[src/rtl/db_cycle_seq.sv]
// db_cycle_seq: Z80 external bus machine-cycle sequencer.
// Steps one fetch / memory / I/O cycle through its T-states. It drives the
// data-pin latch controls and the active-low bus strobes. Every output is
// decoded from the registered state plus the latched kind/direction.
// Optional feature macro: DB_SEQ_WAIT_TIMEOUT_EN (adds the TW wait-timeout
// counter and the timeout pulse).
module db_cycle_seq #(
  parameter int IO_AUTO_WAIT = 1,
  parameter int TIMEOUT      = 255,
  parameter int CNT_W        = 8
) (
  input  logic       clk,
  input  logic       reset,
  input  logic       start,
  input  logic [1:0] cyc_kind,
  input  logic       cyc_wr,
  input  logic       wait_n,
  output logic       busy,
  output logic       done,
  output logic       timeout,
  output logic       bus_db_pin_re,
  output logic       ctl_bus_db_we,
  output logic       bus_db_pin_oe,
  output logic       ctl_bus_db_oe,
  output logic       m1_n,
  output logic       mreq_n,
  output logic       iorq_n,
  output logic       rd_n,
  output logic       wr_n
);

  typedef enum logic [2:0] {S_IDLE, S_T1, S_T2, S_TWA, S_TW, S_T3, S_T4} state_t;

  localparam logic [1:0] K_FETCH = 2'b00;
  localparam logic [1:0] K_MEM   = 2'b01;
  localparam logic [1:0] K_IO    = 2'b10;

  state_t     state, state_n;
  logic [1:0] kind_q;
  logic       wr_q;
  logic       is_fetch, is_io, is_rd;
  logic       accept;
  logic       to_hit;
  state_t     wait_go;

  assign is_fetch = (kind_q == K_FETCH);
  assign is_io    = (kind_q == K_IO);
  // A fetch is always a read; wr_q is already forced low for fetches.
  assign is_rd    = ~wr_q;

  assign busy   = (state != S_IDLE);
  assign done   = (state == S_T4) | ((state == S_T3) & ~is_fetch);
  // New request taken in IDLE or in the final T-state (back-to-back).
  assign accept = start & ((state == S_IDLE) | done);
  // Result of a wait sample: stretch while WAIT is asserted.
  assign wait_go = wait_n ? S_T3 : S_TW;

`ifdef DB_SEQ_WAIT_TIMEOUT_EN
  logic [CNT_W-1:0] wcnt;
  logic             to_q;

  // Counts TW cycles of the current machine cycle; value k while in the k-th TW.
  always_ff @(posedge clk or posedge reset) begin
    if (reset)                                     wcnt <= '0;
    else if (state_n == S_T1)                      wcnt <= '0;
    else if ((state_n == S_TW) && (wcnt != '1))    wcnt <= wcnt + CNT_W'(1);
  end

  assign to_hit = (state == S_TW) && (wcnt == CNT_W'(TIMEOUT));

  // Timeout flag is high during the T3 that the forced exit lands in.
  always_ff @(posedge clk or posedge reset) begin
    if (reset) to_q <= 1'b0;
    else       to_q <= to_hit;
  end

  assign timeout = to_q;
`else
  logic [CNT_W-1:0] unused_timeout_cfg;
  assign unused_timeout_cfg = CNT_W'(TIMEOUT);
  assign to_hit  = 1'b0;
  assign timeout = 1'b0;
`endif

  // State register.
  always_ff @(posedge clk or posedge reset) begin
    if (reset) state <= S_IDLE;
    else       state <= state_n;
  end

  // Latch kind/direction on acceptance; 11 folds to memory, fetch never writes.
  always_ff @(posedge clk or posedge reset) begin
    if (reset) begin
      kind_q <= K_FETCH;
      wr_q   <= 1'b0;
    end else if (accept) begin
      kind_q <= (cyc_kind == 2'b11) ? K_MEM : cyc_kind;
      wr_q   <= cyc_wr & (cyc_kind != K_FETCH);
    end
  end

  // Next-state logic.
  always_comb begin
    state_n = state;
    unique case (state)
      S_IDLE: if (accept) state_n = S_T1;
      S_T1:   state_n = S_T2;
      // The I/O auto wait overrides WAIT sampling in T2.
      S_T2:   state_n = (is_io && (IO_AUTO_WAIT != 0)) ? S_TWA : wait_go;
      S_TWA:  state_n = wait_go;
      S_TW:   state_n = to_hit ? S_T3 : wait_go;
      S_T3:   if (is_fetch)   state_n = S_T4;
              else            state_n = accept ? S_T1 : S_IDLE;
      S_T4:   state_n = accept ? S_T1 : S_IDLE;
      default: state_n = S_IDLE;
    endcase
  end

  // Moore decode of strobes and latch controls.
  always_comb begin
    bus_db_pin_re = 1'b0;
    ctl_bus_db_we = 1'b0;
    bus_db_pin_oe = 1'b0;
    ctl_bus_db_oe = 1'b0;
    m1_n          = 1'b1;
    mreq_n        = 1'b1;
    iorq_n        = 1'b1;
    rd_n          = 1'b1;
    wr_n          = 1'b1;
    unique case (state)
      S_T1: begin
        m1_n          = ~is_fetch;
        ctl_bus_db_we = ~is_rd;
      end
      S_T2: begin
        m1_n          = ~is_fetch;
        mreq_n        = is_io;
        rd_n          = ~is_rd;
        bus_db_pin_re = is_rd;
        bus_db_pin_oe = ~is_rd;
      end
      S_TWA: begin
        iorq_n        = ~is_io;
        rd_n          = ~is_rd;
        wr_n          = is_rd;
        bus_db_pin_re = is_rd;
        bus_db_pin_oe = ~is_rd;
      end
      S_TW: begin
        m1_n          = ~is_fetch;
        mreq_n        = is_io;
        iorq_n        = ~is_io;
        rd_n          = ~is_rd;
        wr_n          = is_rd;
        bus_db_pin_re = is_rd;
        bus_db_pin_oe = ~is_rd;
      end
      S_T3: begin
        m1_n          = ~is_fetch;
        mreq_n        = is_io;
        iorq_n        = ~is_io;
        rd_n          = ~is_rd;
        wr_n          = is_rd;
        ctl_bus_db_oe = is_rd;
        bus_db_pin_oe = ~is_rd;
      end
      S_T4: ctl_bus_db_oe = 1'b1;
      default: ;
    endcase
  end

endmodule

[config.mk]
export PLATFORM = sky130hd
export DESIGN_NAME = db_cycle_seq
export DESIGN_NICKNAME = d
export VERILOG_FILES = /design/src/rtl/db_cycle_seq.sv
export SDC_FILE = /design/constraint.sdc
export NUM_CORES = 1
export LEC_CHECK = 0
export CAP_MARGIN = 30
export CORE_UTILIZATION = 38
export CTS_BUF_LIST = sky130_fd_sc_hd__clkbuf_8 sky130_fd_sc_hd__clkbuf_16
export CTS_CLUSTER_SIZE = 30
export DETAILED_ROUTE_END_ITERATION = 10
export PLACE_DENSITY_LB_ADDON = 0.25
export RECOVER_POWER = 25
export SYNTH_ARGS = -nofsm -noshare
export SYNTH_HDL_FRONTEND = slang
export SYNTH_SLANG_ARGS = --single-unit
[constraint.sdc]
create_clock -name clk -period 1.3 [get_ports clk]
set_input_delay 0.26 -clock clk [delete_from_list [all_inputs] [get_ports clk]]
set_output_delay 0.26 -clock clk [all_outputs]
set_load 0.05 [all_outputs]
== Yosys cells after proc, flatten, opt, wreduce, memory -nomap -nowiden ==
Cells that the tools add are included.

* ROM bits: 0
* Bits in registers: 6
* Bits in latches: 0
* Memories kept: 0
* Output and inout port bits: 12
* Bits in writable memories: 0

* Bitwise logic cells: 8
* Equality and inequality tests: 9
* Shifts and indexed selects: 0
* Div/mod/pow operators: 0
* Reduce and logical (&&, ||, !) cells: 10
* Add/sub/neg operators: 0
* Magnitude comparators: 0
* $mul: 0
* Multiplexer cells: 16

{| class="wikitable"
|+ Operators by type and width
! cell !! count
|-
| one-hot mux 3 bit (6 select lines) || 1
|-
| two-way mux 1 bit || 10
|-
| == test 3 bit (second input constant) || 3
|-
| two-way mux 3 bit || 3
|-
| OR reduction 3 bit || 3
|-
| OR reduction 4 bit || 2
|-
| == test 3 x 2 -> 1 bit (second input constant) || 2
|-
| == test 2 bit (second input constant) || 2
|-
| bitwise AND 1 bit || 3
|-
| == test 3 x 1 -> 1 bit (second input constant) || 1
|-
| zero test 3 bit || 1
|-
| inverter 1 bit || 3
|-
| nonzero test 3 bit || 1
|-
| zero test 2 bit || 1
|-
| two-way mux 2 bit || 1
|-
| != test 2 bit (second input constant) || 1
|-
| OR 1 bit || 2
|-
| one-hot mux 1 bit (2 select lines) || 1
|-
| nonzero test 2 bit || 1
|-
| OR reduction 2 bit || 1
|}

== Logic depth before layout (Yosys ltp) ==
Gate-level depths: netlist of run 1.

* Depth in word-level cells: 9
* Gate-level depth with buffers: 5
* Mapped depth without buffers: 4

== Worst setup path before layout of run 1 ==
Ideal clock, no wire load.

* Path type: register to output
* Start point: reg state[2]
* End point: out ctl_bus_db_we
* Path buffers: 2
* Slack: -0.722 ns
* Stages on the path, launching flop included: 4
* Arrival time: 1.762 ns
* Cell sequence: dfrtp_1 buf_2 buf_2 nor3_1

* Cells in the longest elaborated chain, start to end: 2

{| class="wikitable"
|+ RTL lines
! element !! RTL line !! text
|-
| start, declared || 38 || <nowiki>state_t state, state_n;</nowiki>
|-
| start signal, assigned || 88 || <nowiki>else state <= state_n;</nowiki>
|-
| == test 3 x 1 -> 1 bit || 130 || <nowiki>unique case (state)</nowiki>
|-
| two-way mux 1 bit || 130 ||
|-
| end, declared || 22 || <nowiki>output logic ctl_bus_db_we,</nowiki>
|}

No other way between the ends.

== Worst setup path after layout of run 1 ==
* Start point: reg state[2]
* End point: out bus_db_pin_oe

* Cells in the longest elaborated chain, start to end: 3
* Elaborated cells between the ends (all ways): 6
* Those cells by class: eq/ne (4); mux (1); reduce/logical (1)

{| class="wikitable"
|+ RTL lines
! element !! RTL line !! text
|-
| == test 3 bit or == test 3 x 2 -> 1 bit (tied branches) || 130 ||
|-
| OR reduction 4 bit (no line) (*) || -- ||
|-
| two-way mux 1 bit (*) || 130 ||
|-
| end, declared || 23 || <nowiki>output logic bus_db_pin_oe,</nowiki>
|}

Every way passes the cells marked *; elsewhere a longest branch is shown, timed or not.

==> key figures, run 1 <==
Place
  – Dpl hpwl: ~1300 µm
  – GP Congestion: 0.828
  – Number of buffers added on ports: 17

Logic synthesis
  – Cells after Synth: 67
  – Post-synth top cells: dfrtp_1, nand2_1, nor2b_1
  – Yosys reg bits: 6
  – Register area share after synthesis: 0.278
  – Synth top area cells: dfrtp_1, nor2b_1, mux2_4
  – EDFF count, synth: 0
  – Largest area contributor in the netlist: dfrtp_1
  – Syn. warnings: 0
  – Syn avg cell area: just over 8 µm²
  – Main synth FF type: dfrtp_1
  – Synth Cell Area: between 500 and 600 µm²
  – Async SR Flop Fraction: 1.00
  – Share of the synthesized area in the top cell type: 0.278
  – Synth unique cells: 30
  – Syn_nets: 74

Final layout
  – Area grow syn2layout: 120%
  – Layout cell share with drive strength beyond 1: 0.646
  – Final #Nets: 122
  – ANT cells: 0

STA
  – Final Hold Viols: 0
  – Clock Skew: between 0.3 and 0.4 ps
  – Setup tns final: -4440 ps
  – PnR worst setup slack: -368 ps
  – Unrepaired setup endpoints after global routing: yes
  – Fmax: between 500 and 600 MHz
  – Setup Viol. Count Final: 15
  – Period utilization: 1.28
  – Final min period: 1670 ps
  – Pins Over Slew Limit: 0

CTS
  – Num CTS Buffers: 3
  – Clk sinks: 6
  – Skew-Pair Late Insertion Delay: roughly 230 ps
  – Clock Path Buffers: 2
  – Hold buffer count at cts: 0
  – H-Tree Depth: 1
  – Clk slew on worst S/H paths: 40 ps
  – CTS tree: built
  – Root Buffer: clkbuf_8

Worst setup path
  – Worst-path maximum fanout: 3
  – CP Cell Sequence: nor2b_2 -> or2_4 -> and2_4 -> buf_12
  – Top delay family on crit path: simple AND/OR/NAND/NOR gates
  – Critical Path AT: 1410 ps
  – Startpoint Class: register
  – CP Capture Type: output pin
  – Worst EP required: 1040 ps
  – Slowest CP cell: dfrtp_1
  – Setup CP Type: register to output pin
  – Critical path buffers and inverters: 1
  – CP max stage delay: 410 ps

Detailed routing
  – DRC violations left: 0
  – Drt total wl: 2270 µm
  – Pre-antenna DRT Iters: 4
  – Post-route ant nets: 0
  – Wire length per cell: between 15 and 20 µm
  – Via count: 725
  – 1st-iter DRT viols: 21
  – Drt via density: 5.66

Die
  – Die area: 1570 µm²
  – Core outline area: approximately 1300 µm²
  – Die H: 39.7 µm
  – Initial Utilization: 0.409
  – Die W: about 40 µm
  – Io pins: 19
  – Row Count: 13

Outcome
  – Status: complete, but fails checks
  – Violated checks: setup timing

Global routing
  – Largest net degree at the start of global routing: 9
  – Vias in the first global route: approximately 700
  – GR Util All Layers: 0.305
  – First-pass GRT wire length: 3110 µm
  – Initial antenna violation count: 0
  – GR Overflow Total: 0

Min path
  – Hold crit path type: input pin to asynchronous set/reset pin

Job
  – Number of max-cap violations: 0
[what timing repair did]
item	4_1_cts	5_1_grt
gates resized for setup	14	7
buffers inserted	7	4
pin swaps	4	2
cloned	0	0
setup endpoints to repair	15	15
[final cells by class]
type                       instances  area, µm²
inverter                           2       7.51
sequential                         6        153
timing repair buffer              48        503
fill                              51        131
clock buffer                       3       41.3
multi-input combinational         54        463
tap                               15       18.8
[stage by stage]
stage / instance area (µm²) / std cells / utilization / worst slack [ps] / hold slack, ps
finish: 1190 / 128 / 0.900 / -368 / 402
global route: 1190 / 128 / 0.900 / -384 / 424
CTS: 1130 / 124 / 0.858 / -337 / 270
detailed placement: 991 / 114 / 0.752 / -211 / 489
global placement: 991 / 114 / 0.752 / -159 / 485
floorplan: 621 / 67 / - / -141 / 51.0
[logic make-up (layout without fill, tap and decap cells)]
group	Yosys count	after routing	share of synthesized area
multiplexers	3	3	0.0742
buffers and inverters	7	53	0.0650
AO/OA/AOI/OAI	19	19	0.260
flip-flops	6	6	0.278
AND/OR/NAND/NOR	31	31	0.316
other	1	1	0.00695
[metal layers]
metal,GRT usage,wire (µm)
met3,0.0341,113
met1,0.360,900
met4,0.103,68
met2,0.557,1190
met5,0,0
[cells in the final DEF (no fill, tap or decap), types with 3 or more instances in the layout]
cell type,count
clkbuf_8,3
clkdlybuf4s50_1,5
dfrtp_1,4
a21oi_1,4
nand2_1,4
buf_4,26
buf_6,6
buf_12,8
nor2b_1,3
o21ai_0,3
[state kept, by name, summed over array words and instances (netlist names)]
name    cells
kind_q      2
state       3
wr_q        1
[worst paths after layout]
path                            from             to  slack [ps]  cells after the start
setup / recovery            state[2]  bus_db_pin_oe        -370                      4
min in group clk              cyc_wr           wr_q         610                      3
hold reg to reg            kind_q[1]       state[2]         690                      2
max in group asynchronous      reset       state[0]         690                      2
setup reg to reg            state[1]       state[0]        -270                      7
hold / removal                 reset      kind_q[0]         400                      2
Power of run 1 is not shown: default switching activity piles up to over one toggle a cycle in this logic, so the estimate is an artifact.
==> run 2: changes to the inputs <==
--- a/config.mk
+++ b/config.mk
@@ -12,6 +12,7 @@
 export DETAILED_ROUTE_END_ITERATION = 10
 export PLACE_DENSITY_LB_ADDON = 0.25
 export RECOVER_POWER = 25
+export SLEW_MARGIN = 10
 export SYNTH_ARGS = -nofsm -noshare
 export SYNTH_HDL_FRONTEND = slang
 export SYNTH_SLANG_ARGS = --single-unit
==> results of run 2 <==
Same layout as run 1: the final DEF is identical, and so are final timing and power.
Power of run 2 is left out for the same reason.
==> run 3: changes to the inputs <==
--- a/config.mk
+++ b/config.mk
@@ -6,10 +6,12 @@
 export NUM_CORES = 1
 export LEC_CHECK = 0
 export CAP_MARGIN = 30
-export CORE_UTILIZATION = 38
+export CORE_AREA = 2 2 39 41
 export CTS_BUF_LIST = sky130_fd_sc_hd__clkbuf_8 sky130_fd_sc_hd__clkbuf_16
 export CTS_CLUSTER_SIZE = 30
 export DETAILED_ROUTE_END_ITERATION = 10
+export DIE_AREA = 0 0 41 43
+export DONT_BUFFER_PORTS = 1
 export PLACE_DENSITY_LB_ADDON = 0.25
 export RECOVER_POWER = 25
 export SLEW_MARGIN = 10
==> constraint.sdc (replaced) <==
create_clock -name clk -period 1.3 [get_ports clk]
set_input_delay 0.26 -clock clk [delete_from_list [all_inputs] [get_ports clk]]
set_output_delay 0.26 -clock clk [all_outputs]
set_load 0.005 [all_outputs]
==> run 3 against run 2 <==
Effect of this change: the flow still finishes with violations (setup timing); via count shrank 20%; cell count shrank 16%; critical path type unchanged; critical endpoint unchanged; die area grew 12%; sequential cell count is the same; design area shrank 23%; global-route usage shrank 8.1 points.
==> key figures, run 3 (synthesis gave the netlist of run 1 again) <==
Place
  – GP Congestion: 0.845
  – Dpl hpwl: 1050 µm
  – Area after DPL: 716 µm²
  – Number of buffers added on ports: 0

Final layout
  – Area grow syn2layout: 69.8%
  – Largest registers: state (3), kind_q (2), wr_q (1)
  – Post-layout utilization of the core: 0.662
  – Commonest non-fill, non-tap cells in the layout: buf_4, buf_6, nand2_1
  – Largest Register: state
  – Max reg flops: 3
  – Final Cell Area: 916 µm²
  – Most common cell after layout, fill and taps aside: buf_4
  – ANT cells: 0
  – Layout cell share with drive strength beyond 1: 0.582
  – Final #Nets: 99

CTS
  – H-Tree Depth: 1
  – Skew-Pair Late Insertion Delay: 240 ps
  – Clock Path Buffers: 2
  – Clk sinks: 6
  – Root Buffer: clkbuf_8
  – Clk slew on worst S/H paths: 40 ps
  – Num CTS Buffers: 3
  – CTS tree: built

Worst setup path
  – RR Endpoint: kind_q[1]
  – Reg-to-reg slack, setup: -200 ps
  – Reg-to-reg critical path startpoint: state[2]
  – Setup CP Type: register to output pin
  – Worst-path maximum fanout: 6
  – Worst EP required: 1040 ps
  – R2R depth: 4
  – CP Capture Type: output pin
  – Critical Path AT: 1250 ps
  – Startpoint Class: register

Min path
  – HP Start: cyc_kind[0]
  – Hold crit path type: input pin to register
  – Hold Path Sink: kind_q[0]
  – Hold Path Depth: 1

Detailed routing
  – DRC violations left: 0
  – Via count: about 580
  – Post-route ant nets: 0
  – Pre-antenna DRT Iters: 5
  – Wire length per cell: 15.1 µm
  – 1st-iter DRT viols: 11
  – Drt total wl: 1610 µm
  – Drt via density: 5.39

Die
  – Initial Utilization: 0.390
  – Row Count: 14
  – Core outline area: between 1000 and 1500 µm²
  – Io pins: 19
  – Die H: 43 µm
  – Die area: 1760 µm²
  – Die W: 41 µm

Power
  – Cell Pwr Density: 2810 nW/µm²
  – PnR Total Power: 2.57 mW
  – Leak: 0.422 nW
  – Maximum VDD drop: 1310 µV

Global routing
  – GR Overflow Total: 0
  – GR Util All Layers: 0.225
  – Initial antenna violation count: 0
  – First-pass GRT wire length: roughly 2600 µm
  – Vias in the first global route: 550
  – Largest net degree at the start of global routing: 8

Outcome
  – Violated checks: setup timing
  – Status: complete, but fails checks

STA
  – Worst hold slack: 177 ps
  – Unrepaired setup endpoints after global routing: yes
  – Fmax: between 600 and 700 MHz
  – Period utilization: 1.16
  – Setup Viol. Count Final: 15
  – Final Hold Viols: 0
  – PnR worst setup slack: -214 ps
  – Pins Over Slew Limit: 0
  – Final min period: 1510 ps
  – Clock Skew: 8.39 ps

Job
  – Number of max-cap violations: 0
## run 3: cell types whose count changed in the layout (fill, tap and decap cells not counted), sizes merged
cell and delta:
inv +1, clkdlybuf4s50 -5, buf -18
## run 3: what timing repair did
item | 4_1_cts | 5_1_grt
hold endpoints to repair | 6 | 0
buffers inserted | 4 | 1
endpoints found under the setup margin | 16 | 16
gates resized for setup | 16 | 12
pin swaps | 3 | 5
hold buffers | 1 | 0
## run 3: how the worst max path moves through the flow
stage                     cells past startpoint     start  slack (ps)            end
final                                         3  state[1]        -210  bus_db_pin_oe
after floorplan                               4  state[1]         -10      kind_q[0]
after CTS                                     3  state[1]        -210  bus_db_pin_oe
after global routing                          3  state[1]        -260  bus_db_pin_oe
after detailed placement                      4  state[2]         -70      kind_q[1]
after global placement                        4  state[2]         -70      kind_q[1]
## run 3: worst max-delay path: stages (launching register included)
cell and delay [ps]:
dfrtp_2 450, nor2b_4 160, or2_1 240, and2_4 160
## run 3: final cells by class
type | count | area (µm²)
Clock buffer | 3 | 41.3
Clock inverter | 1 | 3.75
Fill cell | 122 | 468
Inverter | 2 | 7.51
Multi-Input combinational cell | 54 | 473
Sequential cell | 6 | 154
Tap cell | 16 | 20.0
Timing Repair Buffer | 25 | 216
## run 3: through the flow
step           TNS [ps]  worst slack, ps  std cells
6_report          -2480             -214        107
5_1_grt           -3140             -263        107
4_1_cts           -2340             -207        106
3_5_place_dp       -198            -74.6         97
3_3_place_gp       -256            -70.1         97
2_1_floorplan     -23.6            -11.8         67
## run 3: where the power goes
part           switching [mW]  leakage [nW]  internal [mW]
combinational           0.780         0.324           1.01
clock                   0.102        0.0269          0.205
sequential              0.189        0.0710          0.286
## run 3: layer usage
layer  track usage  part of all wire  vias to the layer above
met5             0                 0                        -
met4         0.133             0.020                        0
met3        0.0471             0.021                        4
met2         0.344              0.52                       12
met1         0.274              0.43                      282
li1              -                 -                      279
(Power assumes the default switching activity.)
